### src/rtl/srl_shift_fifo_if.sv
// Producer/consumer port bundle for srl_shift_fifo.
// With SRL_SHIFT_FIFO_ERR_EN defined the bundle also carries the sticky err flag.
interface srl_shift_fifo_if #(
    parameter int WIDTH = 8
);
    // Handshake: a push happens on a rising edge with wr_en high while (!full || rd_en).
    // A pop happens on a rising edge with rd_en high while !empty. dout is valid whenever !empty.
    logic             wr_en;
    logic [WIDTH-1:0] din;
    logic             rd_en;
    logic [WIDTH-1:0] dout;
    logic             empty;
    logic             full;
    logic [4:0]       count;
`ifdef SRL_SHIFT_FIFO_ERR_EN
    logic             err;

    modport master (
        output wr_en, din, rd_en,
        input  dout, empty, full, count, err
    );

    modport slave (
        input  wr_en, din, rd_en,
        output dout, empty, full, count, err
    );
`else
    modport master (
        output wr_en, din, rd_en,
        input  dout, empty, full, count
    );

    modport slave (
        input  wr_en, din, rd_en,
        output dout, empty, full, count
    );
`endif
endinterface

### src/rtl/srl_shift_fifo.sv
// 16-deep first-word-fall-through FIFO on SRL16-style shift storage with a count-driven read address.
// Optional sticky overflow/underflow flag enabled by defining SRL_SHIFT_FIFO_ERR_EN.
module srl_shift_fifo #(
    parameter int WIDTH = 8,
    parameter int DEPTH = 16
) (
    input  logic             clk_i,
    input  logic             rst_i,
    srl_shift_fifo_if.slave  fifo_if
);
    localparam int AW = 4;

    logic [WIDTH-1:0] data_q [DEPTH];
    logic [AW:0]      count_q;
    logic [AW:0]      count_d;
    logic             empty;
    logic             full;
    logic             wr_accept;
    logic             rd_accept;
    logic [AW-1:0]    rd_addr;

    assign empty = (count_q == '0);
    assign full  = (count_q == 5'(DEPTH));

    // A write into a full FIFO is legal only when the oldest word leaves on the same edge.
    assign wr_accept = fifo_if.wr_en && (!full || fifo_if.rd_en);
    assign rd_accept = fifo_if.rd_en && !empty;

    // At count 16 the low nibble is 0, so the 4-bit subtract wraps to address 15.
    assign rd_addr = count_q[AW-1:0] - 4'd1;

    // No reset and a single enable so each bit column maps onto one SRL16 primitive.
    // Shifts during reset are harmless because count is held at zero.
    always_ff @(posedge clk_i) begin
        if (wr_accept) begin
            for (int i = DEPTH - 1; i > 0; i--) begin
                data_q[i] <= data_q[i-1];
            end
            data_q[0] <= fifo_if.din;
        end
    end

    always_comb begin
        count_d = count_q;
        if (wr_accept && !rd_accept) begin
            count_d = count_q + 5'd1;
        end else if (rd_accept && !wr_accept) begin
            count_d = count_q - 5'd1;
        end
    end

    always_ff @(posedge clk_i or posedge rst_i) begin
        if (rst_i) begin
            count_q <= '0;
        end else begin
            count_q <= count_d;
        end
    end

    always_comb begin
        fifo_if.dout = '0;
        if (!empty) begin
            fifo_if.dout = data_q[rd_addr];
        end
    end

    assign fifo_if.empty = empty;
    assign fifo_if.full  = full;
    assign fifo_if.count = count_q;

`ifdef SRL_SHIFT_FIFO_ERR_EN
    logic err_q;
    logic err_d;

    always_comb begin
        err_d = err_q;
        if ((fifo_if.wr_en && full && !fifo_if.rd_en) || (fifo_if.rd_en && empty)) begin
            err_d = 1'b1;
        end
    end

    always_ff @(posedge clk_i or posedge rst_i) begin
        if (rst_i) begin
            err_q <= 1'b0;
        end else begin
            err_q <= err_d;
        end
    end

    assign fifo_if.err = err_q;
`endif

endmodule
### src/flat_wrapper.sv
// flat-port wrapper written by rule: the top's interface ports become plain ports
module srl_shift_fifo_flat 
#(
    parameter int WIDTH = 8,
    parameter int DEPTH = 16
)
  (clk_i, rst_i, fifo_if_wr_en, fifo_if_din, fifo_if_rd_en, fifo_if_dout, fifo_if_empty, fifo_if_full, fifo_if_count);
  srl_shift_fifo_if #(.WIDTH(WIDTH)) fifo_if_i ();
  input  logic clk_i;
  input  logic rst_i;
  input wire logic [$bits(fifo_if_i.wr_en)-1:0] fifo_if_wr_en;
  input wire logic [$bits(fifo_if_i.din)-1:0] fifo_if_din;
  input wire logic [$bits(fifo_if_i.rd_en)-1:0] fifo_if_rd_en;
  output wire logic [$bits(fifo_if_i.dout)-1:0] fifo_if_dout;
  output wire logic [$bits(fifo_if_i.empty)-1:0] fifo_if_empty;
  output wire logic [$bits(fifo_if_i.full)-1:0] fifo_if_full;
  output wire logic [$bits(fifo_if_i.count)-1:0] fifo_if_count;
  assign fifo_if_i.wr_en = fifo_if_wr_en;
  assign fifo_if_i.din = fifo_if_din;
  assign fifo_if_i.rd_en = fifo_if_rd_en;
  assign fifo_if_dout = fifo_if_i.dout;
  assign fifo_if_empty = fifo_if_i.empty;
  assign fifo_if_full = fifo_if_i.full;
  assign fifo_if_count = fifo_if_i.count;
  srl_shift_fifo #(.WIDTH(WIDTH), .DEPTH(DEPTH)) u_core (.clk_i(clk_i), .rst_i(rst_i), .fifo_if(fifo_if_i));
endmodule
### config.mk
export PLATFORM = sky130hd
export DESIGN_NAME = srl_shift_fifo_flat
export DESIGN_NICKNAME = d
export VERILOG_FILES = /design/src/rtl/srl_shift_fifo_if.sv /design/src/rtl/srl_shift_fifo.sv /design/src/flat_wrapper.sv
export SDC_FILE = /design/constraint.sdc
export NUM_CORES = 1
export LEC_CHECK = 0
export CAP_MARGIN = 20
export CORE_UTILIZATION = 53
export CTS_CLUSTER_SIZE = 20
export DETAILED_ROUTE_END_ITERATION = 16
export GPL_ROUTABILITY_DRIVEN = 0
export GPL_TIMING_DRIVEN = 0
export PLACE_DENSITY = 0.76
export REMOVE_ABC_BUFFERS = 1
export SYNTH_ARGS = -nofsm -noshare
export SYNTH_HDL_FRONTEND = slang
export SYNTH_SLANG_ARGS = --single-unit
### constraint.sdc
create_clock -name clk_i -period 13.4 [get_ports clk_i]
set_input_delay 2.68 -clock clk_i [delete_from_list [all_inputs] [get_ports clk_i]]
set_output_delay 2.68 -clock clk_i [all_outputs]
set_load 0.1 [all_outputs]
==> results of run 1 <==
==> sequential cells by signal, indices dropped and copies added (netlist names) <==
name                  count
u_core.data_q           128
u_core.fifo_if.count      5
==> metrics by stage <==
stage	cells	TNS (ns)	instance area, sq um	util	worst slack (ns)
finish	439	0	6411	0.6590	6.277
global route	439	0	6411	0.6590	6.030
CTS	439	0	6411	0.6590	6.207
detailed placement	407	0	5787	0.5948	6.784
global placement	402	-361.38	5672	0.5829	-4.538
floorplan	243	-28.89	5245	-	-1.812
==> critical path: cells and delay by family, from the launching register on <==
kind / cells / cell delay (ns)
flops: 1 / 0.62
mux: 2 / 0.80
compound gates: 1 / 0.09
xor+xnor: 1 / 0.62
fa+ha+maj: 1 / 0.31
buf+inv: 3 / 1.48
==> worst max path at each step <==
stage / start / to / slack (ns) / cells past startpoint
6_report: u_core.fifo_if.count[0] / fifo_if_dout[6] / 6.28 / 8
3_5_place_dp: u_core.fifo_if.count[0] / fifo_if_dout[6] / 6.78 / 8
3_3_place_gp: fifo_if_rd_en / u_core.fifo_if.count[4] / -4.54 / 10
2_1_floorplan: u_core.fifo_if.count[0] / u_core.fifo_if.count[4] / -1.81 / 11
5_1_grt: u_core.fifo_if.count[0] / fifo_if_dout[6] / 6.03 / 8
4_1_cts: u_core.fifo_if.count[0] / fifo_if_dout[6] / 6.21 / 8
==> metal layers <==
metal | vias to the layer above | routed length [um] | track usage
li1 | 1129 | - | -
met5 | - | 0 | 0
met2 | 51 | 4341 | 0.2957
met3 | 11 | 297 | 0.05814
met1 | 1302 | 3887 | 0.2566
met4 | 0 | 87 | 0.07692
==> logic make-up after synthesis <==
kind of cell    after synthesis
mux                          45
compound gates               25
fa+ha+maj                     7
flops                       133
xor+xnor                      6
buf+inv                      16
simple gates                 21
==> layout make-up <==
cell class              count  area (sq um)
fillers                   657          3318
multi-input cells         104          1267
clock buffers              17         414.1
well taps                 133         166.4
flip-flops and latches    133          3970
clock inverters            15         210.2
inverters                   6         22.52
repair buffers             31         360.3
==> placed cells by master, fill, tap and decap left out, types with 2 or more instances in the layout <==
| cell | n |
|---|---|
| mux4_1 | 3 |
| mux4_2 | 28 |
| a21o_1 | 2 |
| o22ai_1 | 8 |
| buf_12 | 5 |
| o21ai_0 | 9 |
| dfrtp_1 | 4 |
| ha_1 | 5 |
| a21oi_1 | 4 |
| nor2_1 | 12 |
| xnor2_1 | 3 |
| clkinvlp_4 | 3 |
| clkdlybuf4s50_1 | 26 |
| clkinv_1 | 4 |
| clkbuf_16 | 16 |
| nand2_1 | 3 |
| mux2i_1 | 13 |
| inv_1 | 6 |
| xor2_1 | 2 |
| edfxtp_1 | 128 |
| bufinv_16 | 5 |
==> impl_metrics.tcl, run 1 <==
set metrics [dict create \
    path_class "flip-flop to output pin" \
    synth_top_family_by_area "multiplexers" \
    dieArea_sq_um 10380 \
    synth-compound-area-share 0.02744 \
    holdWs_ns 0.4419 \
    yosys-top-cells-area "edfxtp_1 (73%), mux4_2 (12%), mux2i_1 (2.5%)" \
    holdPathEnd "u_core.data_q[4][1]" \
    grt_setup_unrepaired "no" \
    min_period_ns 7.123 \
    hold_class "flip-flop to flip-flop" \
    synth_edf_count 128 \
    crit_slowest_cell "clkdlybuf4s50_1" \
    drt_iter0_markers 148 \
    cts_tree "done" \
    io_pins 27 \
    seq_area_frac_synth 0.7504 \
    maxCapViolCount 0 \
    clk_latency_ns 0.51 \
    slew_viol_final 0 \
    clock-sinks 133 \
    slowest_delay_ns 1.03 \
    synth.distinct_cells 29 \
    grt_pass1_wl_um 14060 \
    required_ns 10.72 \
    area_growth_pct 21.22 \
    critPathMaxFanout 26 \
    track_usage 0.1908 \
    setup_viol_count_final 0 \
    routedWlPerCell_um 19.62 \
    die_h_um 101.9 \
    crit_chain "buf_12 > inv_1 > ha_1 > xor2_4 > mux4_1 > mux2i_1 > o22ai_1 > clkdlybuf4s50_1" \
    yosysMostFrequentCell "edfxtp_1" \
    yosys_warnings 0 \
    synthFlopType "edfxtp_1" \
    n_antenna_cell 0 \
    viasPerCell 5.679 \
    synth_xor_area_frac 0.01348 \
    clk_pin_slew_ns 0.06 \
    slew_headroom 0.3017 \
    syn_inst 253 \
    clockBufferDepth 2 \
    max_freq_ghz 0.1404 \
    hold_path_depth 0 \
    rows 36 \
    r2r_start "u_core.fifo_if.count[0]" \
    cp.arrival_ns 4.44 \
    synth_seq_cells 133 \
    muxShareOfSynthArea 0.1609 \
    synth_top_area_share 0.7268 \
    start_util 0.5436 \
    dieWidth_um 101.9 \
    drive_gt1_frac 0.2157 \
    drcViolationCount 0 \
    io_buffer_count 26 \
    grt_pass1_vias 2634 \
    syn_area_sq_um 5289 \
    wirelength_um 8614 \
    tightest_slew_ns 1.018 \
    synth.avg_cell_area_sq_um 20.90 \
    drt-pass1-iter-count 4 \
    hp-start "u_core.data_q[3][1]" \
    cts-htree-levels 4 \
    core_sq_um 9729 \
    rrSetupSlack_ns 9.39 \
    status "finished clean" \
    reg2reg_to "u_core.fifo_if.count[4]" \
    ant_nets 0 \
    cts-resized-gates 0 \
    num_vias 2493 \
    finalHoldViolations 0 \
    worstRegToRegCells 14 \
    hpwl_um 5005 \
    ctsHoldBuffers 0 \
    post_cts_buffers 0 \
    synthArstFlopShare 0.03759 \
    cts_made_buffers 17 \
    fin_nets 312 \
    critPathLaunchType "flip-flop" \
    end_kind "output pin" \
    overflow 0 \
    grt_max_degree 34 \
    synth_fa_ha_area_frac 0.01798 \
    antenna_found_initial 0 \
    synth_common_cells "edfxtp_1 (128), mux4_2 (28), mux2i_1 (13), nor2_1 (12), o21ai_0 (9)" \
    synth_top_cell_by_area "edfxtp_1" \
    cts_root_buf "clkbuf_8" \
    finalClockSkew_ns 0.01190 \
    min_period_over_period 0.5316 \
    synth-simple-area-share 0.01727 \
]
Power of run 1 is left out: the tool's default activity adds up to more than one toggle a clock period on the data nets, which glitch-free logic cannot reach.
==> run 2, diff against run 1 <==
--- a/config.mk
+++ b/config.mk
@@ -6,12 +6,12 @@
 export NUM_CORES = 1
 export LEC_CHECK = 0
 export CAP_MARGIN = 20
-export CORE_UTILIZATION = 53
+export CORE_UTILIZATION = 54
 export CTS_CLUSTER_SIZE = 20
 export DETAILED_ROUTE_END_ITERATION = 16
 export GPL_ROUTABILITY_DRIVEN = 0
 export GPL_TIMING_DRIVEN = 0
-export PLACE_DENSITY = 0.76
+export PLACE_DENSITY = 0.75
 export REMOVE_ABC_BUFFERS = 1
 export SYNTH_ARGS = -nofsm -noshare
 export SYNTH_HDL_FRONTEND = slang
==> constraint.sdc (replaced) <==
create_clock -name clk_i -period 6.6 [get_ports clk_i]
set_input_delay 1.32 -clock clk_i [delete_from_list [all_inputs] [get_ports clk_i]]
set_output_delay 1.32 -clock clk_i [all_outputs]
set_load 0.1 [all_outputs]
==> impl_metrics.tcl, run 2 (synthesized netlist as in run 1, its figures left out) <==
set metrics [dict create \
    layout_commonest_cell "edfxtp_1" \
    area_growth_pct 20.61 \
    cts-htree-levels 4 \
    overflow 0 \
    dieWidth_um 101.0 \
    drcViolationCount 0 \
    crit_family "buffers and inverters" \
    viasPerCell 5.727 \
    tightest_slew_ns 0.9875 \
    crit_slowest_cell "clkdlybuf4s50_1" \
    io_buffer_count 26 \
    num_vias 2497 \
    cts-resized-gates 0 \
    n_antenna_cell 0 \
    fillCellCount 618 \
    path_class "flip-flop to output pin" \
    worstRegToRegCells 12 \
    ctsHoldBuffers 0 \
    fin_nets 313 \
    clock-sinks 133 \
    max_freq_ghz 0.1798 \
    dieArea_sq_um 10190 \
    crit_chain "inv_1 > ha_1 > xor2_4 > mux4_1 > a21oi_1 > o22ai_1 > clkdlybuf4s50_1" \
    critPathLaunchType "flip-flop" \
    grt_pass1_vias 2656 \
    clk_pin_slew_ns 0.06 \
    finalHoldViolations 0 \
    io_pins 27 \
    crit_buf_inv 2 \
    grt_max_degree 34 \
    holdWs_ns 0.4429 \
    reg2reg_to "u_core.fifo_if.count[4]" \
    rows 35 \
    slew_viol_final 0 \
    finalClockSkew_ns 0.005063 \
    post_cts_buffers 0 \
    cts_made_buffers 17 \
    slowest_delay_ns 1.02 \
    status "finished clean" \
    setup_viol_count_final 0 \
    min_period_ns 5.563 \
    grt_pass1_wl_um 14080 \
    maxCapViolCount 0 \
    r2r_start "u_core.fifo_if.count[0]" \
    cp.arrival_ns 4.24 \
    worstSetupEndpoint "fifo_if_dout[6]" \
    largest_register_ffs 128 \
    setup-tns-final_ns 0 \
    drt_iter0_markers 232 \
    die_h_um 101.0 \
    slew_headroom 0.3228 \
    cts_root_buf "clkbuf_8" \
    rrSetupSlack_ns 2.93 \
    cp.depth 7 \
    hpwl_um 5266 \
    hold_class "flip-flop to flip-flop" \
    wirelength_um 8571 \
    cts_tree "done" \
    antenna_found_initial 0 \
    setup.worst_path.start "u_core.fifo_if.count[0]" \
    drt-pass1-iter-count 4 \
    ant_nets 0 \
    clk_latency_ns 0.51 \
    routedWlPerCell_um 19.66 \
    drive_gt1_frac 0.2248 \
    hp-start "u_core.data_q[10][6]" \
    end_kind "output pin" \
    start_util 0.5644 \
    required_ns 5.28 \
    track_usage 0.1932 \
    clockBufferDepth 2 \
    largest_register "u_core.data_q" \
    core_sq_um 9371 \
    min_period_over_period 0.8428 \
    layout_common_cells "edfxtp_1 (128), mux4_2 (28), clkdlybuf4s50_1 (26), clkbuf_16 (16), mux2i_1 (13)" \
    grt_setup_unrepaired "no" \
    critPathMaxFanout 18 \
]
==> run 2: how the worst min path moves through the flow <==
| stage | depth (start not counted) | end | slack (ns) |
|---|---|---|---|
| after CTS | 0 | u_core.data_q[14][3] | 0.44 |
| after floorplan | 0 | u_core.data_q[15][6] | 0.42 |
| after global placement | 0 | u_core.data_q[3][2] | 0.42 |
| after global routing | 0 | u_core.data_q[12][1] | 0.45 |
| after detailed placement | 0 | u_core.data_q[8][6] | 0.43 |
| final | 0 | u_core.data_q[11][6] | 0.44 |
==> run 2: worst register-to-register path: stages, from the launching register on <==
cell and delay (ns):
dfrtp_2 0.59, inv_1 0.23, ha_2 0.23, and3_1 0.18, a21boi_4 0.64, buf_16 0.26, ha_1 0.23, inv_1 0.11
ha_1 0.33, a21o_1 0.17, a21oi_1 0.21, mux2i_1 0.27, xnor2_1 0.14
==> run 2: area by class of cell <==
type                            count  area (sq um)  area share
Sequential cell                   133          3970      0.6224
Multi-Input combinational cell    104          1267      0.1987
Inverter                            6         22.52    0.003531
Clock buffer                       17         414.1     0.06493
Timing Repair Buffer               32         410.4     0.06434
Tap cell                          129         161.4     0.02530
Clock inverter                     15         132.6     0.02079
==> run 2: metal layers <==
layer,GRT usage,vias to the layer above,share of wire
met2,0.2945,66,0.49
met5,0,-,0
li1,-,1129,-
met4,0.06800,0,0.011
met3,0.06657,11,0.041
met1,0.2623,1291,0.45
==> run 2: stage by stage <==
stage,std cells,area [sq um],utilization,setup slack [ns]
floorplan,243,5245,-,-8.612
global placement,398,5667,0.6047,-11.30
detailed placement,404,5832,0.6223,1.563
CTS,436,6379,0.6806,0.9463
global route,436,6379,0.6806,0.8449
finish,436,6379,0.6806,1.037
Power of run 2 is left out for the same reason.
